===== src/rtl/mem_access_unit_pkg.sv =====
// ---------------------------------------------------------------------------
// mem_access_unit_pkg
//
// Purpose : shared definitions for the MEM-stage load/store responder.
//           Holds the access-type codes (the decoder emits the same codes),
//           the responder FSM state encoding, and the legality check used to
//           decide whether a request may reach the memory port at all.
//
// Contents:
//   access_type_e  - 3-bit access-type code carried from decode to MEM
//   mau_state_e    - responder FSM states
//   accessLegal()  - 1 when a (write, type, addr[1:0]) triple may be issued
// ---------------------------------------------------------------------------
package mem_access_unit_pkg;

   // Access-type codes. Bit 2 selects byte, bit 1 selects half, and bit 0
   // marks the sign-extending variant of a load.
   typedef enum logic [2:0] {
      DT_WORD  = 3'b000,
      DT_HALFU = 3'b010,
      DT_HALF  = 3'b011,
      DT_BYTEU = 3'b100,
      DT_BYTE  = 3'b101
   } access_type_e;

   // Responder FSM states.
   typedef enum logic [1:0] {
      IDLE = 2'd0,
      REQ  = 2'd1,
      WAIT = 2'd2,
      DONE = 2'd3
   } mau_state_e;

   // A request is legal when its type is one of the five known codes, the
   // address is naturally aligned for its size, and a store never uses one
   // of the sign-extending codes (they only mean something for loads).
   function automatic logic accessLegal(input logic       isWrite,
                                        input logic [2:0] accType,
                                        input logic [1:0] addrLo);
      logic legal;
      legal = 1'b0;
      case (accType)
         DT_WORD:  legal = (addrLo == 2'b00);
         DT_HALFU: legal = (addrLo[0] == 1'b0);
         DT_HALF:  legal = (addrLo[0] == 1'b0) && !isWrite;
         DT_BYTEU: legal = 1'b1;
         DT_BYTE:  legal = !isWrite;
         default:  legal = 1'b0;
      endcase
      return legal;
   endfunction

endpackage


===== src/rtl/mem_access_unit_load_ext.sv =====
// ---------------------------------------------------------------------------
// mem_load_ext
//
// Purpose : purely combinational load-data aligner/extender. Picks the byte
//           or half-word lane out of a little-endian memory word and sign- or
//           zero-extends it according to the access type. Kept standalone so
//           the instruction-set simulator model can reuse the same logic.
//
// Ports   :
//   i_rdata [31:0]  raw word returned by the data memory
//   i_addr  [1:0]   low bits of the byte address (lane select)
//   i_type  [2:0]   access-type code
//   o_data  [31:0]  extended load result
// ---------------------------------------------------------------------------
module mem_load_ext
   import mem_access_unit_pkg::*;
(
   input  logic [31:0] i_rdata,
   input  logic [1:0]  i_addr,
   input  logic [2:0]  i_type,
   output logic [31:0] o_data
);

   logic [7:0]  w_byte;
   logic [15:0] w_half;

   // Lane selection: byte lane is addr[1:0], half lane is addr[1]
   // (little-endian, so lane 0 sits in the least significant bits).
   always_comb begin
      w_byte = 8'h00;
      case (i_addr)
         2'b00: w_byte = i_rdata[7:0];
         2'b01: w_byte = i_rdata[15:8];
         2'b10: w_byte = i_rdata[23:16];
         2'b11: w_byte = i_rdata[31:24];
         default: w_byte = 8'h00;
      endcase
      w_half = i_addr[1] ? i_rdata[31:16] : i_rdata[15:0];
   end

   // Extension: the signed codes replicate the lane's top bit, the unsigned
   // codes pad with zeros, and a word passes straight through.
   always_comb begin
      o_data = i_rdata;
      case (i_type)
         DT_BYTE:  o_data = {{24{w_byte[7]}}, w_byte};
         DT_BYTEU: o_data = {24'h000000, w_byte};
         DT_HALF:  o_data = {{16{w_half[15]}}, w_half};
         DT_HALFU: o_data = {16'h0000, w_half};
         default:  o_data = i_rdata;
      endcase
   end

endmodule


===== src/rtl/mem_access_unit.sv =====
// ---------------------------------------------------------------------------
// mem_access_unit
//
// Purpose : MEM-stage load/store responder. Converts each legal load or
//           store held in the MEM pipeline register into exactly one
//           transaction on a word-wide, variable-latency data-memory port,
//           stalls the pipeline while that transaction is in flight, and
//           returns the extended load data. Illegal accesses (bad type,
//           misaligned, or a signed code on a store) raise a one-cycle
//           addr_err and never touch memory.
//
// Ports   :
//   clk, rst_n          clock, synchronous active-low reset
//   req_valid           MEM stage holds a load/store
//   req_write           1 = store, 0 = load
//   req_type [2:0]      access-type code
//   req_addr [31:0]     effective byte address
//   req_wdata[31:0]     store data, low-aligned
//   stall               hold the MEM stage
//   resp_valid          one-cycle pulse, resp_rdata valid (loads)
//   resp_rdata[31:0]    extended load result, held until the next load
//   addr_err            one-cycle pulse for an illegal access
//   mem_req/mem_we      memory request / write strobe
//   mem_addr[31:0]      word-aligned address
//   mem_be[3:0]         byte enables
//   mem_wdata[31:0]     lane-replicated store data
//   mem_gnt             request accepted
//   mem_rvalid          read data valid
//   mem_rdata[31:0]     read word
// ---------------------------------------------------------------------------
module mem_access_unit
   import mem_access_unit_pkg::*;
(
   input  logic        clk,
   input  logic        rst_n,
   input  logic        req_valid,
   input  logic        req_write,
   input  logic [2:0]  req_type,
   input  logic [31:0] req_addr,
   input  logic [31:0] req_wdata,
   output logic        stall,
   output logic        resp_valid,
   output logic [31:0] resp_rdata,
   output logic        addr_err,
   output logic        mem_req,
   output logic        mem_we,
   output logic [31:0] mem_addr,
   output logic [3:0]  mem_be,
   output logic [31:0] mem_wdata,
   input  logic        mem_gnt,
   input  logic        mem_rvalid,
   input  logic [31:0] mem_rdata
);

   mau_state_e  r_state;
   logic        r_write;
   logic [2:0]  r_type;
   logic [1:0]  r_addrLo;
   logic        r_respValid;
   logic [31:0] r_respRdata;
   logic        r_memReq;
   logic        r_memWe;
   logic [31:0] r_memAddr;
   logic [3:0]  r_memBe;
   logic [31:0] r_memWdata;

   logic        w_legal;
   logic        w_accept;
   logic        w_reject;
   logic [3:0]  w_be;
   logic [31:0] w_wdata;
   logic [31:0] w_loadData;

   // Request qualification. Only IDLE looks at the pipeline register, so a
   // request held stable during REQ/WAIT/DONE is never issued twice.
   always_comb begin
      w_legal  = accessLegal(req_write, req_type, req_addr[1:0]);
      w_accept = (r_state == IDLE) && req_valid && w_legal;
      w_reject = (r_state == IDLE) && req_valid && !w_legal;
   end

   // Byte enables and store-lane replication are computed from the live
   // request and registered at acceptance, which keeps them stable for as
   // long as mem_req is waiting on a grant. Replicating the store data means
   // the memory only has to honour mem_be, not shift the data itself.
   always_comb begin
      w_be    = 4'b0000;
      w_wdata = req_wdata;
      case (req_type)
         DT_WORD: begin
            w_be    = 4'b1111;
            w_wdata = req_wdata;
         end
         DT_HALFU, DT_HALF: begin
            w_be    = req_addr[1] ? 4'b1100 : 4'b0011;
            w_wdata = {2{req_wdata[15:0]}};
         end
         DT_BYTEU, DT_BYTE: begin
            w_be    = 4'b0001 << req_addr[1:0];
            w_wdata = {4{req_wdata[7:0]}};
         end
         default: begin
            w_be    = 4'b0000;
            w_wdata = req_wdata;
         end
      endcase
   end

   // Load data is extended from the latched type/lane, not the live request,
   // since the pipeline inputs only have to be stable, not re-decoded.
   mem_load_ext u_load_ext (
      .i_rdata (mem_rdata),
      .i_addr  (r_addrLo),
      .i_type  (r_type),
      .o_data  (w_loadData)
   );

   // Responder FSM. All memory-side outputs and the response are registered
   // here; mem_req therefore first rises the cycle after acceptance. A reset
   // in any state drops the transaction with no response, and because
   // mem_rvalid is only looked at in WAIT a late read return is harmless.
   always_ff @(posedge clk) begin
      if (!rst_n) begin
         r_state     <= IDLE;
         r_write     <= 1'b0;
         r_type      <= 3'b000;
         r_addrLo    <= 2'b00;
         r_respValid <= 1'b0;
         r_respRdata <= 32'h0000_0000;
         r_memReq    <= 1'b0;
         r_memWe     <= 1'b0;
         r_memAddr   <= 32'h0000_0000;
         r_memBe     <= 4'b0000;
         r_memWdata  <= 32'h0000_0000;
      end else begin
         r_respValid <= 1'b0;
         case (r_state)
            IDLE: begin
               if (w_accept) begin
                  r_write    <= req_write;
                  r_type     <= req_type;
                  r_addrLo   <= req_addr[1:0];
                  r_memReq   <= 1'b1;
                  r_memWe    <= req_write;
                  r_memAddr  <= {req_addr[31:2], 2'b00};
                  r_memBe    <= w_be;
                  r_memWdata <= w_wdata;
                  r_state    <= REQ;
               end
            end
            REQ: begin
               if (mem_gnt) begin
                  r_memReq <= 1'b0;
                  r_state  <= r_write ? DONE : WAIT;
               end
            end
            WAIT: begin
               if (mem_rvalid) begin
                  r_respRdata <= w_loadData;
                  r_respValid <= 1'b1;
                  r_state     <= DONE;
               end
            end
            DONE: begin
               r_state <= IDLE;
            end
            default: begin
               r_state <= IDLE;
            end
         endcase
      end
   end

   // Stall must cover the acceptance cycle itself, so it is combinational.
   // DONE is deliberately unstalled: the pipeline advances at its end.
   assign stall      = w_accept || (r_state == REQ) || (r_state == WAIT);
   assign addr_err   = w_reject;
   assign resp_valid = r_respValid;
   assign resp_rdata = r_respRdata;
   assign mem_req    = r_memReq;
   assign mem_we     = r_memWe;
   assign mem_addr   = r_memAddr;
   assign mem_be     = r_memBe;
   assign mem_wdata  = r_memWdata;

endmodule


===== config.mk =====
export PLATFORM = sky130hd
export DESIGN_NAME = mem_access_unit
export DESIGN_NICKNAME = d
export VERILOG_FILES = /design/src/rtl/mem_access_unit_pkg.sv /design/src/rtl/mem_access_unit_load_ext.sv /design/src/rtl/mem_access_unit.sv
export SDC_FILE = /design/constraint.sdc
export NUM_CORES = 1
export LEC_CHECK = 0
export BUFFER_PORTS_ARGS = -buffer_cell sky130_fd_sc_hd__buf_2
export CAP_MARGIN = 20
export CORE_MARGIN = 2
export CORE_UTILIZATION = 48
export DETAILED_ROUTE_END_ITERATION = 8
export GPL_ROUTABILITY_DRIVEN = 0
export PLACE_DENSITY = 0.87
export RECOVER_POWER = 50
export SLEW_MARGIN = 20
export SYNTH_ARGS = -nofsm -noshare
export SYNTH_HDL_FRONTEND = slang
export SYNTH_SLANG_ARGS = --single-unit

===== constraint.sdc =====
create_clock -name clk -period 2.16 [get_ports clk]
set_input_delay 0.324 -clock clk [delete_from_list [all_inputs] [get_ports clk]]
set_output_delay 0.324 -clock clk [all_outputs]
set_load 0.02 [all_outputs]

==> impl_results.rst <==
.. list-table::
   :header-rows: 1

   * - Metric
     - Value
   * - Largest fanout on the critical path
     - 5
   * - Post-Synthesis Cell Area
     - 4870 um^2
   * - Area share of the leading cell type in the synthesized netlist
     - 0.444
   * - Initial standard-cell utilization of the core
     - 0.496
   * - CTS buffer count
     - 9
   * - Register area
     - 2160 um^2
   * - Setup violation total in the final timing report
     - 0
   * - Clock sink total
     - 108
   * - Compound-gate portion of the synthesized area
     - 0.234
   * - Clock power share
     - 0.229
   * - # H-tree levels
     - 3
   * - IR drop worst, VDD
     - about 0.45 mV
   * - Post-synthesis simple-gate area fraction
     - 0.181
   * - Number of buffers on the longest clock path
     - 2
   * - Part of the total power dissipated in sequential elements
     - 0.451
   * - Cell area after layout
     - slightly above 6000 um^2
   * - Fraction of registers with async set/reset
     - 0
   * - Number of max-capacitance violations reported
     - 0
   * - 1st-iter DRT viols
     - 295
   * - Die height
     - between 100 and 150 um
   * - Vias after detailed routing
     - 5028
   * - Crit path launch
     - r_state[0]
   * - Warning count from the yosys run
     - 0
   * - Fraction of layout instances using a drive strength above 1
     - 0.192
   * - Number of storage elements in the synthesis netlist
     - 108
   * - Max-slew violations
     - 0
   * - Wire length of the first global-routing pass
     - 22700 um
   * - Area added between synthesis and finish
     - 26.0%
   * - Data arrival time at the worst-slack endpoint
     - roughly 1700 ps
   * - Net switching power
     - approximately 1.9 mW
   * - Fraction of the cycle the final worst path needs
     - 0.944
   * - Worst clock skew on the final layout
     - roughly 13 ps
   * - Instance area after placement
     - around 6000 um^2
   * - Maximum single-stage delay on the critical path
     - between 300 and 400 ps
   * - Fin crit period
     - roughly 2000 ps
   * - DRT Pass-1 Iters
     - 4
   * - Cell taking the most area after synthesis
     - dfxtp_1
   * - Power, Total
     - around 5.3 mW
   * - Worst r2r src
     - r_state[0]
   * - Worst rel slew slack
     - 0.610
   * - Adder-cell share of the synthesized area
     - 0.0103
   * - Critical path capture point type
     - output pin
   * - Number of remaining DRC errors
     - 0
   * - Worst setup endpoint
     - stall
   * - GRT Overall Usage
     - 0.252
   * - Most frequent cells in the layout
     - nand2_1, dfxtp_1, buf_2
   * - Std-Cell Core Area
     - approximately 10000 um^2
   * - I/O pin count
     - 210
   * - Final standard cell utilization of the core
     - 0.625
   * - Fmax
     - between 400 and 500 MHz
   * - Insertion delay to the later sink of the worst-skew pair
     - approximately 360 ps
   * - Clock root cell
     - clkbuf_8
   * - CP required
     - around 1800 ps
   * - Dominant combinational cell family by area after synthesis
     - compound AO/OA/AOI/OAI gates
   * - Leading cell type in the layout, fill and taps excluded
     - nand2_1
   * - Total grt overflow
     - 0
   * - Leading cell types by total area after synthesis
     - dfxtp_1, nand2_1, a21oi_1, mux2i_1, o21ai_0
   * - Initial antenna violation count
     - 1
   * - Standby leakage power
     - 2.47 nW
   * - Count of fill cells added during filler insertion
     - 932
   * - Clock-pin slew reported for the worst setup and hold paths after clock tree synthesis
     - 100 ps
   * - Combinational share of power
     - 0.320
   * - Routed Wire Length
     - approximately 14000 um
   * - Number of nets with antenna violations after routing
     - 0
   * - Pin count of the biggest net entering global routing
     - 70
   * - Per-cell via count in the routed design
     - 5.35
   * - Die footprint
     - roughly 11000 um^2
   * - Worst reg-to-reg path cell count
     - 7
   * - Master of the slowest instance on the critical path
     - dfxtp_2
   * - Total count of hold-check failures in the final report
     - 0
   * - Proportion of synthesized chip area in sequential cells
     - 0.444
   * - Slew of the pin with the lowest slew margin
     - 584 ps
   * - Slack of the worst reg-to-reg path
     - about 130 ps
   * - IO buf count
     - between 200 and 250
   * - Fraction of synthesized area in multiplexers
     - 0.0806
   * - TritonCTS clock tree
     - built
   * - Count of nets after finishing
     - about 910
   * - Synth Flop Type
     - dfxtp_1
   * - Placement row count
     - 36
   * - Average footprint of a synthesized cell
     - about 8.0 um^2
   * - Final hold slack
     - 192 ps
   * - Result of the run
     - complete, no violations
   * - Pint
     - 3.41 mW
   * - Critical path start-end classification
     - register to output pin
   * - Estimated wirelength of the detail-placed design
     - 10400 um
   * - Reg-to-reg endpoint
     - mem_wdata[3]
   * - Switching Fraction
     - 0.360
   * - Worst Hold Class
     - primary input to register
   * - Cells along the critical path
     - inv_1, buf_4, ha_1, or3_1, buf_2
   * - Pwr per Cell Area
     - a little under 900 nW/um^2
   * - Post-CTS Hold Buffers
     - 0
   * - Vias in the first global route
     - about 4600
   * - Final-layout setup total negative slack
     - 0 ps
   * - Post-synthesis instance total
     - between 600 and 700
   * - DIE WIDTH
     - approximately 100 um
   * - Kind of start point of the critical path
     - register
   * - Post-synthesis xor/xnor area fraction
     - 0
   * - Area of combinational cells with multiple inputs
     - between 2000 and 2500 um^2
   * - Number of flops mapped to enable cells by yosys
     - 0
   * - Final routed wire length divided by cell count
     - around 15 um
   * - Library cells used by synthesis
     - 41
[flip-flops by register name, summed over array words and instances, names as in the netlist]
| register | count |
|---|---|
| resp_rdata | 32 |
| mem_addr | 30 |
| r_state | 2 |
| r_type | 3 |
| mem_be | 4 |
| mem_wdata | 32 |
| r_addrLo | 2 |
| mem_req | 1 |
| mem_we | 1 |
| resp_valid | 1 |
[kinds of logic (layout without fill, tap and decap cells)]
group / count (synthesis) / after routing
compound gates: 192 / 192
fa+ha+maj: 4 / 4
buf+inv: 55 / 252
other cells: 1 / 3
simple gates: 214 / 214
mux: 34 / 34
flops: 108 / 108
[cell type report]
type                       instances  share of cell area
antenna                            1            0.000408
tap                              133              0.0271
clock inverter                     3             0.00754
clock buffer                      12              0.0236
sequential                       108               0.352
inverter                           8             0.00489
multi-input combinational        446               0.405
timing repair buffer             229               0.179
[worst max-delay path: cells and delay by family (launching register included)]
family,cells,cell delay [ps]
flip-flops,1,370
AND/OR/NAND/NOR,1,370
adder cells (fa/ha/maj),1,240
buffers and inverters,3,380
[metal layers]
layer	wire length, um	share of wire	GRT usage	vias up
met5	0	0	0	-
met3	1180	0.084	0.0549	21
met4	283	0.020	0.0943	0
li1	-	-	-	2501
met2	6680	0.47	0.400	228
met1	5930	0.42	0.336	2278
[worst min path at each step]
stage                     endpoint  slack [ps]          start  cells past startpoint
finish                mem_addr[30]         190   req_addr[30]                      3
global route          mem_addr[17]         170   req_addr[17]                      3
CTS                   mem_addr[30]         170   req_addr[30]                      3
detailed placement   mem_wdata[27]         440  mem_wdata[27]                      2
global placement      mem_addr[27]         440   mem_addr[27]                      2
floorplan           resp_rdata[30]         460  mem_rdata[30]                      2
[synth_stat cells, drive strengths merged, types with 5 or more instances]
| master | instances |
|---|---|
| nand2 | 150 |
| dfxtp | 108 |
| a21oi | 90 |
| o21ai | 44 |
| nor2 | 33 |
| clkbuf | 32 |
| mux2i | 28 |
| a211oi | 16 |
| buf | 15 |
| nor2b | 12 |
| a221oi | 11 |
| a311oi | 9 |
| inv | 7 |
| nand3 | 7 |
| o22ai | 7 |
| a22o | 5 |
[power by group through the flow]
stage	Clock (mW)	Combinational [mW]	Sequential, mW
after floorplan	0	0.827	2.73
after global placement	0	1.72	2.43
after detailed placement	0	1.75	2.44
after CTS	1.25	1.76	2.40
after global routing	1.33	1.90	2.44
final	1.22	1.71	2.41
[through the flow]
step / setup slack, ps / std cells
after floorplan: 256 / 609
after global routing: -7.57 / 939
final: 122 / 940
after global placement: 191 / 923
after detailed placement: 91.0 / 923
after CTS: 30.0 / 939
[repair_timing]
action / CTS / global route
setup endpoints to repair: 1 / 50
setup buffers: 1 / 0
pin swaps: 1 / 0
gates resized for setup: 0 / 3
No activity file was read; power rests on OpenSTA's default activity.
